===== config.mk =====
export PLATFORM = sky130hd
export DESIGN_NAME = exu_commit_mc
export DESIGN_NICKNAME = d
export VERILOG_FILES = /design/src/rtl/exu_commit_mc.sv
export SDC_FILE = /design/constraint.sdc
export NUM_CORES = 1
export LEC_CHECK = 0
export ABC_AREA = 1
export CAP_MARGIN = 20
export CORE_MARGIN = 4
export CORE_UTILIZATION = 37
export CTS_CLUSTER_DIAMETER = 30
export DETAILED_ROUTE_END_ITERATION = 8
export PLACE_DENSITY = 0.67
export RECOVER_POWER = 100
export SYNTH_ARGS = -nofsm -noshare
export SYNTH_HDL_FRONTEND = slang
export SYNTH_SLANG_ARGS = --single-unit

===== constraint.sdc =====
create_clock -name clk -period 4.7 [get_ports clk]
set_input_delay 0.94 -clock clk [delete_from_list [all_inputs] [get_ports clk]]
set_output_delay 0.94 -clock clk [all_outputs]
set_load 0.005 [all_outputs]

===== src/rtl/exu_commit_mc.sv =====
// ---------------------------------------------------------------------------
// exu_commit_mc
//   Multi-channel in-order commit stage. Up to CMT_CH instructions retire per
//   cycle, with channel 0 the oldest. A committed branch mispredict, or an
//   illegal instruction when TRAP_EN=1, causes a flush. The flush target and
//   its cause are registered. The FSM then holds pipe_flush_req high until the
//   IFU acknowledges it. cmt_cnt counts retired instructions. Instructions
//   that trap are not counted.
//
// Ports
//   clk, rst              clock, synchronous active-high reset
//   alu_cmt_i_valid       per-channel commit request
//   alu_cmt_i_ready       per-channel commit accept (in-order, stalls on flush)
//   alu_cmt_i_imm         branch offsets, channel i at [i*XLEN +: XLEN]
//   alu_cmt_i_bjp         branch/jump flag
//   alu_cmt_i_bjp_prdt    predicted taken
//   alu_cmt_i_bjp_rslv    resolved taken
//   alu_cmt_i_pc          instruction PCs, channel i at [i*PC_SIZE +: PC_SIZE]
//   alu_cmt_i_ilegl       illegal instruction flag
//   nonflush_cmt_ena      channel committed without causing a flush
//   pipe_flush_req        registered flush request to IFU
//   pipe_flush_ack        IFU flush accept
//   pipe_flush_add_op1/2  flush target addends (target = op1 + op2)
//   flush_cause           0 = branch mispredict, 1 = illegal-instruction trap
//   flush_pulse           flush handshake completes this cycle
//   cmt_cnt               retired-instruction counter (wraps)
// ---------------------------------------------------------------------------
module exu_commit_mc #(
    parameter int                  CMT_CH   = 2,
    parameter int                  XLEN     = 32,
    parameter int                  PC_SIZE  = 32,
    parameter int                  CNT_W    = 64,
    parameter int                  TRAP_EN  = 1,
    parameter logic [PC_SIZE-1:0]  TRAP_VEC = 'h80
) (
    input  logic                      clk,
    input  logic                      rst,
    input  logic [CMT_CH-1:0]         alu_cmt_i_valid,
    output logic [CMT_CH-1:0]         alu_cmt_i_ready,
    input  logic [CMT_CH*XLEN-1:0]    alu_cmt_i_imm,
    input  logic [CMT_CH-1:0]         alu_cmt_i_bjp,
    input  logic [CMT_CH-1:0]         alu_cmt_i_bjp_prdt,
    input  logic [CMT_CH-1:0]         alu_cmt_i_bjp_rslv,
    input  logic [CMT_CH*PC_SIZE-1:0] alu_cmt_i_pc,
    input  logic [CMT_CH-1:0]         alu_cmt_i_ilegl,
    output logic [CMT_CH-1:0]         nonflush_cmt_ena,
    output logic                      pipe_flush_req,
    input  logic                      pipe_flush_ack,
    output logic [PC_SIZE-1:0]        pipe_flush_add_op1,
    output logic [PC_SIZE-1:0]        pipe_flush_add_op2,
    output logic                      flush_cause,
    output logic                      flush_pulse,
    output logic [CNT_W-1:0]          cmt_cnt
);

    typedef enum logic {S_IDLE, S_FLUSH} state_t;

    state_t              state_q, state_d;
    logic [CMT_CH-1:0]   trap_ch;      // channel traps as illegal
    logic [CMT_CH-1:0]   flush_ch;     // channel would cause a flush
    logic [CMT_CH-1:0]   commit;
    logic                in_order;
    logic                flush_hit;
    logic [PC_SIZE-1:0]  op1_d, op2_d;
    logic                cause_d;
    logic [CNT_W-1:0]    cnt_inc;

    assign pipe_flush_req = (state_q == S_FLUSH);

    // Flush classification per channel.
    always_comb begin
        // NOTE: every signal driven here gets a value on every path, so no latch is inferred.
        trap_ch  = '0;
        flush_ch = '0;
        for (int i = 0; i < CMT_CH; i++) begin
            trap_ch[i]  = (TRAP_EN != 0) && alu_cmt_i_ilegl[i];
            flush_ch[i] = (alu_cmt_i_bjp[i] &&
                           (alu_cmt_i_bjp_prdt[i] != alu_cmt_i_bjp_rslv[i])) ||
                          trap_ch[i];
        end
    end

    // In-order acceptance. A channel is ready only when every older channel
    // is valid and none of them flushes. Nothing is accepted in FLUSH or
    // during reset.
    always_comb begin
        alu_cmt_i_ready = '0;
        in_order        = !rst && (state_q == S_IDLE);
        for (int i = 0; i < CMT_CH; i++) begin
            in_order           = in_order && alu_cmt_i_valid[i];
            alu_cmt_i_ready[i] = in_order;
            in_order           = in_order && !flush_ch[i];
        end
    end

    assign commit           = alu_cmt_i_valid & alu_cmt_i_ready;
    assign nonflush_cmt_ena = commit & ~flush_ch & {CMT_CH{~pipe_flush_req}};
    assign flush_pulse      = pipe_flush_req & pipe_flush_ack & ~rst;

    // Flush target from the lowest committed flush-causing channel. The ready
    // chain guarantees at most one such channel per cycle. The first-hit guard
    // keeps that intent explicit.
    always_comb begin
        flush_hit = 1'b0;
        op1_d     = pipe_flush_add_op1;
        op2_d     = pipe_flush_add_op2;
        cause_d   = flush_cause;
        cnt_inc   = '0;
        for (int i = 0; i < CMT_CH; i++) begin
            cnt_inc = cnt_inc + CNT_W'(commit[i] & ~trap_ch[i]);
            if (commit[i] && flush_ch[i] && !flush_hit) begin
                flush_hit = 1'b1;
                if (trap_ch[i]) begin
                    op1_d   = TRAP_VEC;
                    op2_d   = '0;
                    cause_d = 1'b1;
                end else if (alu_cmt_i_bjp_rslv[i]) begin
                    op1_d   = alu_cmt_i_pc[i*PC_SIZE +: PC_SIZE];
                    op2_d   = PC_SIZE'($signed(alu_cmt_i_imm[i*XLEN +: XLEN]));
                    cause_d = 1'b0;
                end else begin
                    op1_d   = alu_cmt_i_pc[i*PC_SIZE +: PC_SIZE];
                    op2_d   = PC_SIZE'(4);
                    cause_d = 1'b0;
                end
            end
        end
    end

    always_comb begin
        state_d = state_q;
        case (state_q)
            S_IDLE:  if (flush_hit)   state_d = S_FLUSH;
            S_FLUSH: if (flush_pulse) state_d = S_IDLE;
            default: state_d = S_IDLE;
        endcase
    end

    always_ff @(posedge clk) begin
        // NOTE: sequential state uses non-blocking assignments so that every flop samples pre-edge values.
        if (rst) begin
            state_q            <= S_IDLE;
            pipe_flush_add_op1 <= '0;
            pipe_flush_add_op2 <= '0;
            flush_cause        <= 1'b0;
            cmt_cnt            <= '0;
        end else begin
            state_q <= state_d;
            cmt_cnt <= cmt_cnt + cnt_inc;
            if (flush_hit) begin
                pipe_flush_add_op1 <= op1_d;
                pipe_flush_add_op2 <= op2_d;
                flush_cause        <= cause_d;
            end
        end
    end

endmodule


Yosys cells after proc, flatten, opt, wreduce, memory -nomap -nowiden
Index checks and enable logic that the tools add are counted.
{ "word_totals": {"wordCells": 56, "output_inout_bits": 135, "ff_bits": 130, "input_bits": 141} }
{ "classes": {"bitwise_logic": 12, "add_sub_neg": 2, "n_reduce_logical": 16, "n_mux": 19, "eq_ne": 2} }
{ "ops": {"columns": ["operator", "n"], "rows": [
  ["2-to-1 mux 32 bit", 10],
  ["adder 64 bit", 2],
  ["bitwise AND 1 x 64 -> 64 bit", 2],
  ["NOT 1 -> 64 bit", 2],
  ["logical AND 1 bit", 9],
  ["2-to-1 mux 1 bit", 8],
  ["bitwise AND 2 bit", 3],
  ["zero test 1 bit", 3],
  ["bitwise AND 1 bit", 2],
  ["logical OR 1 bit", 2],
  ["!= test 1 bit", 2],
  ["NOT 1 bit", 2],
  ["NOT 2 bit", 1],
  ["one-hot mux 1 bit (2 select lines)", 1],
  ["AND reduction 2 bit", 1],
  ["nonzero test 2 bit", 1]
]} }

Longest topological paths before layout
{ "depth": {"word_depth": 14, "ltp_mapped": 20} }

Least setup slack after synthesis
OpenSTA, ideal clock, no wires.
{ "synth_path": {"kind": "input to register", "start": "input port rst", "end": "register cmt_cnt[30]", "slack_ns": 1.041, "setup_time_ns": 0.070, "arrival_time_ns": 3.589, "n_path_buf": 3, "t_required_ns": 4.630, "cell_stages": 19, "path_cell_list": "buf_6 > nor2_4 > nand2_2 > nor2_2 > nand3_2 > buf_2 > buf_2 > inv_1 > nand2_1 > fa_1 > inv_1 > ha_1 > nand2_1 > nor2_4 > nand2_2 > nor2_1 > nand2_1 > or2_0 > a21oi_1"} }
{ "synth_via": {"elab_chain_len": 9, "word_cells_on_any_way": 10} }
{ "synth_lines": {"columns": ["item", "line", "rtl"], "rows": [
  ["from (decl)", "37", "input logic rst,"],
  ["zero test 1 bit", "88", "in_order = !rst && (state_q == S_IDLE);"],
  ["logical AND 1 bit", "88", null],
  ["logical AND 1 bit", "90", "in_order = in_order && alu_cmt_i_valid[i];"],
  ["logical AND 1 bit", "92", "in_order = in_order && !flush_ch[i];"],
  ["logical AND 1 bit", "90", null],
  ["via alu_cmt_i_ready[1]", "39", "output logic [CMT_CH-1:0] alu_cmt_i_ready,"],
  ["bitwise AND 2 bit", "96", "assign commit = alu_cmt_i_valid & alu_cmt_i_ready;"],
  ["bitwise AND 1 x 64 -> 64 bit", "110", "cnt_inc = cnt_inc + CNT_W'(commit[i] & ~trap_ch[i]);"],
  ["adder 64 bit", "110", null],
  ["adder 64 bit", "149", "cmt_cnt <= cmt_cnt + cnt_inc;"],
  ["to (signal assigned)", "149", null],
  ["to (decl)", "53", "output logic [CNT_W-1:0] cmt_cnt"]
]} }
The timed path passes the listed nets, and every way through them passes these cells.
A chain may end at the register's enable or synchronous reset.

Worst setup path in the final report
{ "layout_path": {"start": "input port alu_cmt_i_bjp_rslv[0]", "end": "output port nonflush_cmt_ena[1]"} }
{ "layout_via": {"elab_chain_len": 9} }
{ "layout_lines": {"columns": ["item", "line", "rtl"], "rows": [
  ["from (decl)", "43", "input logic [CMT_CH-1:0] alu_cmt_i_bjp_rslv,"],
  ["!= test 1 bit", "78", "(alu_cmt_i_bjp_prdt[i] != alu_cmt_i_bjp_rslv[i])) ||"],
  ["logical AND 1 bit", "77", "flush_ch[i] = (alu_cmt_i_bjp[i] &&"],
  ["logical OR 1 bit", "78", null],
  ["zero test 1 bit", "92", null],
  ["logical AND 1 bit", "92", null],
  ["logical AND 1 bit", "90", null],
  ["bitwise AND 2 bit", "96", null],
  ["bitwise AND 2 bit (2 in a row)", "97", "assign nonflush_cmt_ena = commit & ~flush_ch & {CMT_CH{~pipe_flush_req}};"],
  ["to (decl)", "46", "output logic [CMT_CH-1:0] nonflush_cmt_ena,"]
]} }
Every way passes these cells.

==> run summary <==
Avg Inst Size Synth = 5.92 um^2
CP cell instances = dlygate4sd3_1, inv_1, nand2_1, nand3_1, nand3_1, clkbuf_2, nor2_1, clkdlybuf4s50_1
CP Max Fanout = 39
IO Port Bufs = 275
RSZ-0062 raised after global routing = false
Clk sink count = 130
Largest stage delay, worst path = 0.59 ns
Worst r2r src = pipe_flush_req$_SDFF_PP0_
Synth Cell Area = 8220 um^2
Postcts setup bufs = 0
Dpl hpwl = 24600 um
Post-synth top cells = 431 x nand2_1, 335 x nor2_1, 130 x dfxtp_1, 112 x inv_1, 67 x a21oi_1
Worst slew pin tran = 1.58 ns
Initial antenna violation count = 2
Core Rows = 54
Failing checks = design-rule violations, max-capacitance violations, max-slew violations
Synth area leader = dfxtp_1
Switching power = 0.803 mW
Hold Path Origin = cmt_cnt[63]$_SDFF_PP0_
Htree depth = 4
Slew HR = -0.0561
Post-synth EDFFs = 0
Share of the synthesized area in the top cell type = 0.317
Synth cell types = 30
Area occupied by multi-input gates = 4780 um^2
Starting Density = 0.377
Clock network power share = 0.449
Worst slack at placement = 0.618 ns
Yosys Warn Count = 0
Vias = 9596
Die W = 157 um
Residual DRC count = 2
Final ANT Viol Nets = 0
Leak = 4.98 nW
Worst hold endpoint = cmt_cnt[63]$_SDFF_PP0_
Syn_nets = 1530
R2r endpoint = pipe_flush_add_op1[5]$_SDFFE_PP0P_
Clock skew = 0.00856 ns
Worst Hold Path Cells = 2
R2r setup slk = 1.49 ns
Post-CTS Resized = 0
First-pass iteration count of the detailed router = 7
Worst Slack Setup Final = 0.567 ns
Net Sw Frac = 0.268
Count leader, synth = nand2_1
DR vias/cell = 4.98
Reg2Reg Depth = 11
Period utilization = 0.879
CTS Buf Count = 17
Primary FF master, synth = dfxtp_1
Hold Path Class = reg2reg
Worst VDD drop = 0.198 mV
Flops & latches, synth = 130
Number of fill cells in the layout = 2223
Io pins = 276
GPL Wtd Cong = 0.989
DR iter-0 viols = 676
Root buffer cell = clkbuf_16
FF/Latch Area = 2600 um^2
Endpoints failing setup = 0
Pins Over Slew Limit = 75
Clock Path Buffers = 2
Max Fclk = 242 MHz
Layout Nets = 1776
CP max-delay cell = dlygate4sd3_1
Chip height = 157 um
Minimum clock period = 4.13 ns
Element type at the critical path end = output pin
Total GRT Usage = 0.258
Layout cells sized above 1 = 0.0395
Power share of the combinational group = 0.161
Startpoint class of the critical path = primary input
Setup TNS = 0 ns
Dpl cells = 1893
Mapped Cells = 1387
Core area = 21800 um^2
Die area = 24700 um^2
Clock-pin slew on the worst setup and hold paths = 0.06 ns
Setup CP Type = in2out
Wirelength per Cell = 16.7 um
Top cells by area, synth = dfxtp_1 32%, nand2_1 20%, nor2_1 15%
Fin. Hold Viols = 0
GRT overflow = 0
Hold_buf cts = 0
Crit-path most repeated cell = nand3_1
Pwr per Cell Area = 257 nW/um^2
DRT Wirelength = 32200 um
Status = finished, violations left
Largest net degree at the start of global routing = 93
First-pass GRT wire length = 50200 um
CP arrival = 3.19 ns
CTS tree = built
CP required = 3.76 ns
Synth async-reset ratio = 0
P&R area growth vs syn = 41.8%
Flop pwr share = 0.390
Int Pwr = 2.19 mW
Worst-Skew Late Latency = 0.43 ns
Post-Layout Cell Count = 1928
Max_cap viols = 1
Seq/Total Area, Yosys = 0.317
Vias in the first global route = 9162
==> logic make-up (layout without fill, tap and decap cells) <==
group / after synthesis / count (layout) / share of synthesized area
compound gates: 136 / 136 / 0.0946
xor+xnor: 10 / 10 / 0.0107
fa+ha+maj: 2 / 2 / 0.00396
buf+inv: 183 / 442 / 0.0984
flops: 130 / 130 / 0.317
other cells: 0 / 2 / 0
simple gates: 926 / 926 / 0.476
==> layer usage <==
metal / wire length (um) / vias to the layer above / track usage
li1: - / 4797 / -
met1: 13000 / 4382 / 0.317
met2: 15400 / 370 / 0.439
met3: 3050 / 43 / 0.0817
met4: 664 / 4 / 0.0705
met5: 28 / - / 0
==> worst max-delay path, delay by kind of cell <==
kind / cells / cell delay (ns)
AND/OR/NAND/NOR: 4 / 0.51
buffers and inverters: 4 / 1.73
==> registers in the layout, summed over array words and instances (netlist names) <==
signal              cells
flush_cause             1
cmt_cnt                64
pipe_flush_req          1
pipe_flush_add_op2     32
pipe_flush_add_op1     32
==> worst max path at each step <==
stage / endpoint / depth (start not counted) / slack (ns) / start
final: nonflush_cmt_ena[1] / 8 / 0.57 / alu_cmt_i_bjp_rslv[0]
after floorplan: cmt_cnt[30]$_SDFF_PP0_ / 19 / 1.04 / rst
after global placement: cmt_cnt[62]$_SDFF_PP0_ / 16 / 0.68 / alu_cmt_i_bjp_rslv[0]
after global routing: nonflush_cmt_ena[1] / 8 / 0.42 / alu_cmt_i_bjp_rslv[0]
after detailed placement: cmt_cnt[62]$_SDFF_PP0_ / 16 / 0.62 / alu_cmt_i_bjp_rslv[0]
after CTS: nonflush_cmt_ena[1] / 8 / 0.97 / alu_cmt_i_bjp_rslv[0]
==> area by class of cell <==
cell class / instances / share of cell area
repair buffers: 293 / 0.248
diodes: 2 / 0.000430
multi-input cells: 1074 / 0.410
inverters: 117 / 0.0377
flip-flops and latches: 130 / 0.223
clock buffers: 18 / 0.0368
well taps: 280 / 0.0301
clock inverters: 14 / 0.0134
==> stage by stage <==
step	total power [mW]	utilization	cell area, um^2	hold slack (ns)
final	2.99	0.534	11600	0.497
after global routing	3.12	0.534	11600	0.539
after CTS	3.03	0.535	11700	0.507
after detailed placement	1.69	0.508	11100	0.493
after global placement	1.69	0.508	11100	0.486
after floorplan	1.41	-	8220	0.479
==> layout by cell type, fill, tap and decap left out, types with 30 or more instances in the layout <==
cell             synthesis  final
o21bai_1                35     35
dfxtp_1                130    130
nor2_1                 335    342
inv_1                  112    113
dlygate4sd3_1            0    134
a21oi_1                 67     68
nand3_1                 52     52
clkdlybuf4s50_1          0    140
nand2_1                431    433
nand3b_1                64     64
o21ai_0                 30     30
==> power by group through the flow <==
stage	registers, mW	logic (mW)	clock network (mW)
after floorplan	1.19	0.222	0
final	1.17	0.483	1.34
after CTS	1.17	0.503	1.36
after detailed placement	1.19	0.500	0
after global routing	1.17	0.535	1.41
after global placement	1.19	0.501	0
No activity file was read; power rests on OpenSTA's default activity.
